## src/rtl/iic_pkg.sv

```systemverilog
// Shared types for the I2C target: FSM state encoding and bit-slot constants.
package iic_pkg;

  typedef enum logic [3:0] {
    IDLE,
    ADDR,
    ADDR_ACK,
    WR_BYTE,
    WR_ACK,
    WR_NACK,
    RD_LOAD,
    RD_BYTE,
    RD_ACK,
    WAIT_STOP
  } iic_state_e;

  // Bit-counter value that marks the ninth (acknowledge) slot of a byte.
  localparam logic [3:0] ACK_BIT = 4'd8;

endpackage

```

## src/rtl/iic_target_if.sv

```systemverilog
// Open-drain pad bundle for SCL/SDA. slave = the target core, master = pad/bus side.
interface iic_target_if;
  logic scl_i;
  logic scl_o;
  logic scl_t;
  logic sda_i;
  logic sda_o;
  logic sda_t;

  modport master (output scl_i, sda_i, input scl_o, scl_t, sda_o, sda_t);
  modport slave  (input scl_i, sda_i, output scl_o, scl_t, sda_o, sda_t);
endinterface

```

## src/rtl/iic_line_filter.sv

```systemverilog
// Two-flop synchronizer, FILT_LEN-sample glitch filter and edge pulses for one bus line.
module iic_line_filter #(
  parameter int FILT_LEN = 3
) (
  input  logic clk,
  input  logic rst_n,
  input  logic pad_i,
  output logic level_o,
  output logic rise_o,
  output logic fall_o
);

  localparam int CW = (FILT_LEN > 1) ? $clog2(FILT_LEN) : 1;

  logic          sync1_q, sync2_q;
  logic          filt_q, filt_d;
  logic          prev_q;
  logic [CW-1:0] cnt_q, cnt_d;

  // The filtered level only moves after FILT_LEN consecutive samples disagree with it.
  always_comb begin
    filt_d = filt_q;
    cnt_d  = '0;
    if (sync2_q != filt_q) begin
      if (cnt_q == CW'(FILT_LEN - 1)) begin
        filt_d = sync2_q;
      end else begin
        cnt_d = cnt_q + 1'b1;
      end
    end
  end

  always_ff @(posedge clk or negedge rst_n) begin
    if (!rst_n) begin
      sync1_q <= 1'b1;
      sync2_q <= 1'b1;
      filt_q  <= 1'b1;
      prev_q  <= 1'b1;
      cnt_q   <= '0;
    end else begin
      sync1_q <= pad_i;
      sync2_q <= sync1_q;
      filt_q  <= filt_d;
      prev_q  <= filt_q;
      cnt_q   <= cnt_d;
    end
  end

  assign level_o = filt_q;
  assign rise_o  = filt_q & ~prev_q;
  assign fall_o  = ~filt_q & prev_q;

endmodule

```

## src/rtl/iic_target.sv

```systemverilog
// I2C target core: 7-bit address match, write bytes to RX FIFO, read bytes from FWFT TX FIFO
// with SCL stretching while the TX FIFO is empty.
module iic_target
  import iic_pkg::*;
#(
  parameter int FILT_LEN = 3,
  parameter int SDA_HOLD = 4
) (
  input  logic              clk,
  input  logic              reset_n,
  input  logic [6:0]        own_addr,
  output logic              rx_wr,
  output logic [7:0]        rx_data,
  input  logic              rx_full,
  output logic              tx_rd,
  input  logic [7:0]        tx_data,
  input  logic              tx_empty,
  output logic              busy,
  output logic              rw,
  output logic              addr_hit,
  output logic              stop_det,
  output logic              rx_ovf,
  iic_target_if.slave       bus,
  output iic_state_e        dbg_state
);

  localparam int HW = (SDA_HOLD > 1) ? $clog2(SDA_HOLD) : 1;

  logic [1:0] rst_sync_q;
  logic       rst_n;

  // Assert asynchronously, release on a clock edge.
  always_ff @(posedge clk or negedge reset_n) begin
    if (!reset_n) rst_sync_q <= 2'b00;
    else          rst_sync_q <= {rst_sync_q[0], 1'b1};
  end
  assign rst_n = rst_sync_q[1];

  logic scl_lvl, scl_rise, scl_fall;
  logic sda_lvl, sda_rise, sda_fall;

  iic_line_filter #(.FILT_LEN(FILT_LEN)) u_scl_filt (
    .clk(clk), .rst_n(rst_n), .pad_i(bus.scl_i),
    .level_o(scl_lvl), .rise_o(scl_rise), .fall_o(scl_fall)
  );

  iic_line_filter #(.FILT_LEN(FILT_LEN)) u_sda_filt (
    .clk(clk), .rst_n(rst_n), .pad_i(bus.sda_i),
    .level_o(sda_lvl), .rise_o(sda_rise), .fall_o(sda_fall)
  );

  logic start_cond, stop_cond;
  assign start_cond = sda_fall & scl_lvl;
  assign stop_cond  = sda_rise & scl_lvl;

  logic          hold_pend_q, hold_pend_d;
  logic [HW-1:0] hold_cnt_q, hold_cnt_d;
  logic          hold_done;

  // hold_done fires SDA_HOLD cycles after each filtered SCL fall; sda_t moves only then.
  assign hold_done = hold_pend_q && (hold_cnt_q == '0);

  always_comb begin
    hold_pend_d = hold_pend_q;
    hold_cnt_d  = hold_cnt_q;
    if (scl_fall) begin
      hold_pend_d = 1'b1;
      hold_cnt_d  = HW'(SDA_HOLD - 1);
    end else if (hold_done) begin
      hold_pend_d = 1'b0;
    end else if (hold_pend_q) begin
      hold_cnt_d = hold_cnt_q - 1'b1;
    end
  end

  iic_state_e state_q, state_d;
  logic [3:0] bit_cnt_q, bit_cnt_d;
  logic [7:0] shift_q, shift_d;
  logic [7:0] rx_byte;
  logic       sda_t_q, sda_t_d;
  logic       scl_t_q, scl_t_d;
  logic       busy_q, busy_d;
  logic       rw_q, rw_d;
  logic [7:0] rx_data_q, rx_data_d;
  logic       rx_wr_q, rx_wr_d;
  logic       tx_rd_q, tx_rd_d;
  logic       addr_hit_q, addr_hit_d;
  logic       stop_det_q, stop_det_d;
  logic       rx_ovf_q, rx_ovf_d;

  assign rx_byte = {shift_q[6:0], sda_lvl};

  always_comb begin
    state_d    = state_q;
    bit_cnt_d  = bit_cnt_q;
    shift_d    = shift_q;
    sda_t_d    = sda_t_q;
    scl_t_d    = 1'b1;
    busy_d     = busy_q;
    rw_d       = rw_q;
    rx_data_d  = rx_data_q;
    rx_wr_d    = 1'b0;
    tx_rd_d    = 1'b0;
    addr_hit_d = 1'b0;
    stop_det_d = 1'b0;
    rx_ovf_d   = 1'b0;

    if (start_cond) begin
      state_d   = ADDR;
      bit_cnt_d = '0;
      sda_t_d   = 1'b1;
    end else if (stop_cond) begin
      state_d    = IDLE;
      bit_cnt_d  = '0;
      sda_t_d    = 1'b1;
      busy_d     = 1'b0;
      stop_det_d = 1'b1;
    end else begin
      case (state_q)
        IDLE, WAIT_STOP: sda_t_d = 1'b1;

        ADDR: begin
          if (scl_rise) begin
            shift_d = rx_byte;
            if (bit_cnt_q == 4'd7) begin
              if (rx_byte[7:1] == own_addr) begin
                addr_hit_d = 1'b1;
                rw_d       = rx_byte[0];
                busy_d     = 1'b1;
                bit_cnt_d  = ACK_BIT;
                state_d    = ADDR_ACK;
              end else begin
                bit_cnt_d = '0;
                state_d   = WAIT_STOP;
              end
            end else begin
              bit_cnt_d = bit_cnt_q + 4'd1;
            end
          end
        end

        // First hold after the 8th fall drives ACK, the next one releases it.
        ADDR_ACK, WR_ACK: begin
          if (hold_done) begin
            if (sda_t_q) begin
              sda_t_d = 1'b0;
            end else begin
              sda_t_d   = 1'b1;
              bit_cnt_d = '0;
              state_d   = (state_q == WR_ACK || !rw_q) ? WR_BYTE : RD_LOAD;
            end
          end
        end

        WR_BYTE: begin
          if (scl_rise) begin
            shift_d = rx_byte;
            if (bit_cnt_q == 4'd7) begin
              bit_cnt_d = ACK_BIT;
              if (!rx_full) begin
                rx_data_d = rx_byte;
                rx_wr_d   = 1'b1;
                state_d   = WR_ACK;
              end else begin
                rx_ovf_d = 1'b1;
                state_d  = WR_NACK;
              end
            end else begin
              bit_cnt_d = bit_cnt_q + 4'd1;
            end
          end
        end

        WR_NACK: begin
          if (scl_rise) begin
            bit_cnt_d = '0;
            state_d   = WAIT_STOP;
          end
        end

        // SCL is already low here; holding scl_t low stretches the clock until data exists.
        RD_LOAD: begin
          if (tx_empty) begin
            scl_t_d = 1'b0;
          end else begin
            shift_d   = tx_data;
            tx_rd_d   = 1'b1;
            sda_t_d   = tx_data[7];
            bit_cnt_d = '0;
            state_d   = RD_BYTE;
          end
        end

        RD_BYTE: begin
          if (scl_rise) begin
            bit_cnt_d = bit_cnt_q + 4'd1;
          end else if (hold_done) begin
            if (bit_cnt_q == ACK_BIT) begin
              sda_t_d = 1'b1;
              state_d = RD_ACK;
            end else begin
              sda_t_d = shift_q[6];
              shift_d = {shift_q[6:0], 1'b0};
            end
          end
        end

        // bit_cnt returns to 0 on an initiator ACK; the reload waits for the following fall+hold.
        RD_ACK: begin
          if (scl_rise) begin
            bit_cnt_d = '0;
            if (sda_lvl) state_d = WAIT_STOP;
          end else if (hold_done && bit_cnt_q == '0) begin
            state_d = RD_LOAD;
          end
        end

        default: state_d = IDLE;
      endcase
    end
  end

  always_ff @(posedge clk or negedge rst_n) begin
    if (!rst_n) begin
      state_q     <= IDLE;
      bit_cnt_q   <= '0;
      shift_q     <= '0;
      sda_t_q     <= 1'b1;
      scl_t_q     <= 1'b1;
      busy_q      <= 1'b0;
      rw_q        <= 1'b0;
      rx_data_q   <= '0;
      rx_wr_q     <= 1'b0;
      tx_rd_q     <= 1'b0;
      addr_hit_q  <= 1'b0;
      stop_det_q  <= 1'b0;
      rx_ovf_q    <= 1'b0;
      hold_pend_q <= 1'b0;
      hold_cnt_q  <= '0;
    end else begin
      state_q     <= state_d;
      bit_cnt_q   <= bit_cnt_d;
      shift_q     <= shift_d;
      sda_t_q     <= sda_t_d;
      scl_t_q     <= scl_t_d;
      busy_q      <= busy_d;
      rw_q        <= rw_d;
      rx_data_q   <= rx_data_d;
      rx_wr_q     <= rx_wr_d;
      tx_rd_q     <= tx_rd_d;
      addr_hit_q  <= addr_hit_d;
      stop_det_q  <= stop_det_d;
      rx_ovf_q    <= rx_ovf_d;
      hold_pend_q <= hold_pend_d;
      hold_cnt_q  <= hold_cnt_d;
    end
  end

  assign bus.scl_o = 1'b0;
  assign bus.sda_o = 1'b0;
  assign bus.scl_t = scl_t_q;
  assign bus.sda_t = sda_t_q;
  assign rx_wr     = rx_wr_q;
  assign rx_data   = rx_data_q;
  assign tx_rd     = tx_rd_q;
  assign busy      = busy_q;
  assign rw        = rw_q;
  assign addr_hit  = addr_hit_q;
  assign stop_det  = stop_det_q;
  assign rx_ovf    = rx_ovf_q;
  assign dbg_state = state_q;

endmodule
```

## src/flat_wrapper.sv

```systemverilog
// flat-port wrapper written by rule: the top's interface ports become plain ports
module iic_target_flat import iic_pkg::*;
#(
  parameter int FILT_LEN = 3,
  parameter int SDA_HOLD = 4
)
  (clk, reset_n, own_addr, rx_wr, rx_data, rx_full, tx_rd, tx_data, tx_empty, busy, rw, addr_hit, stop_det, rx_ovf, dbg_state, bus_scl_i, bus_sda_i, bus_scl_o, bus_scl_t, bus_sda_o, bus_sda_t);
  iic_target_if bus_i ();
  input  logic clk;
  input  logic reset_n;
  input  logic [6:0] own_addr;
  output logic rx_wr;
  output logic [7:0] rx_data;
  input  logic rx_full;
  output logic tx_rd;
  input  logic [7:0] tx_data;
  input  logic tx_empty;
  output logic busy;
  output logic rw;
  output logic addr_hit;
  output logic stop_det;
  output logic rx_ovf;
  output iic_state_e dbg_state;
  input wire logic [$bits(bus_i.scl_i)-1:0] bus_scl_i;
  input wire logic [$bits(bus_i.sda_i)-1:0] bus_sda_i;
  output wire logic [$bits(bus_i.scl_o)-1:0] bus_scl_o;
  output wire logic [$bits(bus_i.scl_t)-1:0] bus_scl_t;
  output wire logic [$bits(bus_i.sda_o)-1:0] bus_sda_o;
  output wire logic [$bits(bus_i.sda_t)-1:0] bus_sda_t;
  assign bus_i.scl_i = bus_scl_i;
  assign bus_i.sda_i = bus_sda_i;
  assign bus_scl_o = bus_i.scl_o;
  assign bus_scl_t = bus_i.scl_t;
  assign bus_sda_o = bus_i.sda_o;
  assign bus_sda_t = bus_i.sda_t;
  iic_target #(.FILT_LEN(FILT_LEN), .SDA_HOLD(SDA_HOLD)) u_core (.clk(clk), .reset_n(reset_n), .own_addr(own_addr), .rx_wr(rx_wr), .rx_data(rx_data), .rx_full(rx_full), .tx_rd(tx_rd), .tx_data(tx_data), .tx_empty(tx_empty), .busy(busy), .rw(rw), .addr_hit(addr_hit), .stop_det(stop_det), .rx_ovf(rx_ovf), .bus(bus_i), .dbg_state(dbg_state));
endmodule
```

## config.mk

```make
export PLATFORM = sky130hd
export DESIGN_NAME = iic_target_flat
export DESIGN_NICKNAME = d
export VERILOG_FILES = /design/src/rtl/iic_pkg.sv /design/src/rtl/iic_target_if.sv /design/src/rtl/iic_line_filter.sv /design/src/rtl/iic_target.sv /design/src/flat_wrapper.sv
export SDC_FILE = /design/constraint.sdc
export NUM_CORES = 1
export LEC_CHECK = 0
export BUFFER_PORTS_ARGS = -buffer_cell sky130_fd_sc_hd__buf_2
export CORE_MARGIN = 2
export CORE_UTILIZATION = 40
export CTS_BUF_LIST = sky130_fd_sc_hd__clkbuf_8 sky130_fd_sc_hd__clkbuf_16
export DETAILED_ROUTE_END_ITERATION = 8
export PLACE_DENSITY_LB_ADDON = 0.3
export SETUP_SLACK_MARGIN = 0.1
export SLEW_MARGIN = 20
export SYNTH_ARGS = -nofsm -noshare
export SYNTH_HDL_FRONTEND = slang
export SYNTH_HIERARCHICAL = 1
export SYNTH_SLANG_ARGS = --single-unit
```

## constraint.sdc

```tcl
create_clock -name clk -period 2.7 [get_ports clk]
set_input_delay 0.54 -clock clk [delete_from_list [all_inputs] [get_ports clk]]
set_output_delay 0.54 -clock clk [all_outputs]
set_load 0.01 [all_outputs]
```

==> metrics.csv <==
stage,metric,value,unit
floorplanning,die height,87.6,um
detailed_routing,Wirelength per Cell,15.1,um
finish,share of layout cells above drive strength 1,0.378,
finish,Fill cells,646,
yosys,top-count cell post-synth,dfrtp_1,
timing,RSZ-0062 raised after global routing,no,
placed_design,GPL Wtd Cong,0.881,
floorplanning,Core Area,6790,um2
yosys,asr flop ratio synth,1.00,
yosys,syn_area_per_cell,11.0,um2
detailed_routing,vias per cell,5.34,
yosys,"EDFF count, synth",0,
power_and_ir_drop,maximum VDD drop,415,uV
timing,minimum clock period,2340,ps
cts,Worst-Skew Late Latency,300,ps
critical_path,Setup CP Type,flip-flop to flip-flop,
cts,Worst-path clk slew,100,ps
detailed_routing,drt initial violations,185,
yosys,Unique masters post-synth,64,
critical_path,Crit path buffers/inverters,1,
floorplanning,Ports,44,
detailed_routing,Detailed Routing Iterations Pass 1,5,
cts,CTS tree,yes,
timing,final setup fails,0,
placed_design,IO Port Bufs,41,
status,status,"complete, no violations",
cts,clock sink count,49,
floorplanning,Initial Utilization,0.411,
floorplanning,die width,87.6,um
critical_path,largest delay contributor family on the critical path,simple AND/OR/NAND/NOR gates,
yosys,sequential area share after synthesis,0.443,
critical_path,slowest CP cell,dfstp_2,
global_routing,pin count of the biggest net entering global routing,48,
placed_design,DP Wirelength,4420,um
cts,Num CTS Buffers,5,
hold_path,min-delay worst type,input port to flip-flop,
critical_path,CP Launch Type,flip-flop,
global_routing,initial antenna violation count,0,
timing,Setup Skew,5.51,ps
timing,Worst slew margin,0.347,
floorplanning,# rows,30,
critical_path,crit-path cells,and2b_1 -> o21a_1 -> nor2_2 -> nand3_2 -> nor3_4 -> buf_4 -> mux2_2,
yosys,Syn Inst Count,253,
timing,"Period Utilization, post-route",0.867,
yosys,synthesized flop and latch total,49,
power_and_ir_drop,Leakage,0.00150,uW
detailed_routing,total number of vias,2135,
finish,Non-Filler Instances,400,
finish,Area Growth Syn to Fin,17.0,%
global_routing,first-pass GRT wire length,10300,um
finish,ant diodes,0,
timing,fmax,427,MHz
floorplanning,DIE AREA,7670,um2
yosys,synthesized area,2800,um2
detailed_routing,drt drc,0,
detailed_routing,Routed WL,6040,um
critical_path,WP data required,2890,ps
cts,CTS max path bufs,2,
yosys,top post-synthesis cells by area,"dfrtp_1 35%, dfstp_2 9.4%, mux2_2 9.3%, xnor2_1 3.4%, nor2b_1 2.0%",
critical_path,WP data arrival,2530,ps
yosys,Yosys top cell area share,0.349,
timing,final hold vios,0,
critical_path,CP endpoint kind,flip-flop,
placed_design,dpl cells,389,
timing,setup TNS,0,ps
yosys,cell taking the most area after synthesis,dfrtp_1,
yosys,most frequent cells after synthesis,"39 x dfrtp_1, 23 x mux2_2, 12 x nor2_1",
detailed_routing,Antenna Violating Nets Remaining,0,
yosys,ys flop type,dfrtp_1,
cts,CTS H-tree depth,2,
power_and_ir_drop,PwrDens,1090,nW/um2
critical_path,Max stage delay on crit path,620,ps
global_routing,vias in the first global route,2038,
timing,Tightest Pin Transition,980,ps
cts,clock root buffer,clkbuf_8,
run,number of max-cap violations,0,
yosys,synth warn,6,
timing,"Slew Viols, Final",0,
global_routing,GRT Overall Usage,0.170,
finish,final net count,327,
critical_path,CP Max Fanout,9,
global_routing,Congestion Overflow GR,0,
where the power goes:
| group | switching (uW) | internal [uW] |
|---|---|---|
| combinational | 904 | 854 |
| sequential | 304 | 948 |
| clock | 261 | 284 |
| total | 1470 | 2090 |
cells in the final DEF (no fill, tap or decap), types with 3 or more instances in the layout:
| cell type | synthesis | routed |
|---|---|---|
| a211o_1 | 3 | 3 |
| a211oi_1 | 3 | 3 |
| a21o_1 | 3 | 3 |
| a21oi_1 | 4 | 4 |
| and3b_1 | 4 | 4 |
| buf_2 | 4 | 41 |
| buf_4 | 7 | 14 |
| clkbuf_8 | 0 | 5 |
| conb_1 | 2 | 3 |
| dfrtp_1 | 39 | 38 |
| dfstp_2 | 10 | 10 |
| ha_1 | 3 | 3 |
| inv_1 | 11 | 11 |
| mux2_2 | 23 | 23 |
| mux2_4 | 3 | 3 |
| nand2_1 | 10 | 10 |
| nand2b_1 | 5 | 5 |
| nand3_1 | 8 | 8 |
| nor2_1 | 12 | 11 |
| nor2b_1 | 9 | 9 |
| nor3_1 | 8 | 8 |
| nor3b_1 | 4 | 4 |
| o211ai_1 | 4 | 4 |
| o21ai_0 | 11 | 11 |
| o31ai_1 | 4 | 4 |
| xnor2_1 | 11 | 11 |
kinds of logic (layout without fill, tap and decap cells):
kind of cell,count (synthesis),in the layout,synth area share
AND/OR/NAND/NOR,75,75,0.172
AO/OA/AOI/OAI,59,59,0.167
flip-flops,49,49,0.443
multiplexers,27,27,0.112
buffers and inverters,25,75,0.0479
XOR/XNOR,13,13,0.0407
adder cells (fa/ha/maj),3,3,0.0134
other,2,3,0.00269
cell type report:
class / count / area (um2) / area share
Inverter: 11 / 41.3 / 0.0126
Clock inverter: 3 / 50.0 / 0.0153
Tap cell: 96 / 120 / 0.0367
Multi-Input combinational cell: 180 / 1430 / 0.437
Timing Repair Buffer: 56 / 320 / 0.0980
Clock buffer: 5 / 68.8 / 0.0210
Sequential cell: 49 / 1240 / 0.379
path summary, 6_finish.rpt:
path                       slack, ps  cells after the start                         to                       from
hold reg to reg                  360                      0  u_core/u_sda_filt/sync2_q  u_core/u_sda_filt/sync1_q
min in group asynchronous        440                      0                  u_core/rw       u_core/rst_sync_q[1]
setup reg to reg                 360                      7          u_core/rx_data[5]  u_core/u_sda_filt/level_o
setup / recovery                 360                      7          u_core/rx_data[5]  u_core/u_sda_filt/level_o
max in group asynchronous       1650                      0          u_core/shift_q[6]       u_core/rst_sync_q[1]
hold / removal                   320                      1  u_core/u_scl_filt/sync1_q                  bus_scl_i
flip-flops by register name, summed over array words and instances (netlist names), 2 cells and up:
| register | flops |
|---|---|
| u_core/rst_sync_q | 2 |
| u_core/dbg_state | 4 |
| u_core/rx_data | 8 |
| u_core/u_scl_filt/cnt_q | 2 |
| u_core/hold_cnt_q | 2 |
| u_core/u_sda_filt/cnt_q | 2 |
| u_core/bit_cnt_q | 4 |
| u_core/shift_q | 7 |
timing repair:
action,in CTS,in global routing
hold endpoints to repair,2,0
endpoints found under the setup margin,0,8
buffers inserted,0,2
hold buffers,1,0
resized for setup,0,1
metrics by stage:
| stage | total power (uW) | hold WS, ps | area (um2) | worst slack, ps | utilization |
|---|---|---|---|---|---|
| floorplan | 2560 | 244 | 2800 | 501 | - |
| global placement | 2990 | 325 | 3120 | 284 | 0.460 |
| detailed placement | 2990 | 326 | 3120 | 218 | 0.460 |
| CTS | 3550 | 308 | 3250 | 190 | 0.479 |
| global route | 3820 | 296 | 3270 | 199 | 0.481 |
| finish | 3550 | 321 | 3270 | 360 | 0.481 |
metal layers:
| layer | track usage | wire length [um] | part of all wire |
|---|---|---|---|
| met2 | 0.254 | 2650 | 0.44 |
| met3 | 0.0339 | 430 | 0.071 |
| met5 | 0 | 0 | 0 |
| met4 | 0.0503 | 99 | 0.016 |
| met1 | 0.252 | 2860 | 0.47 |
Note: power is estimated with default switching activity, not from simulation.
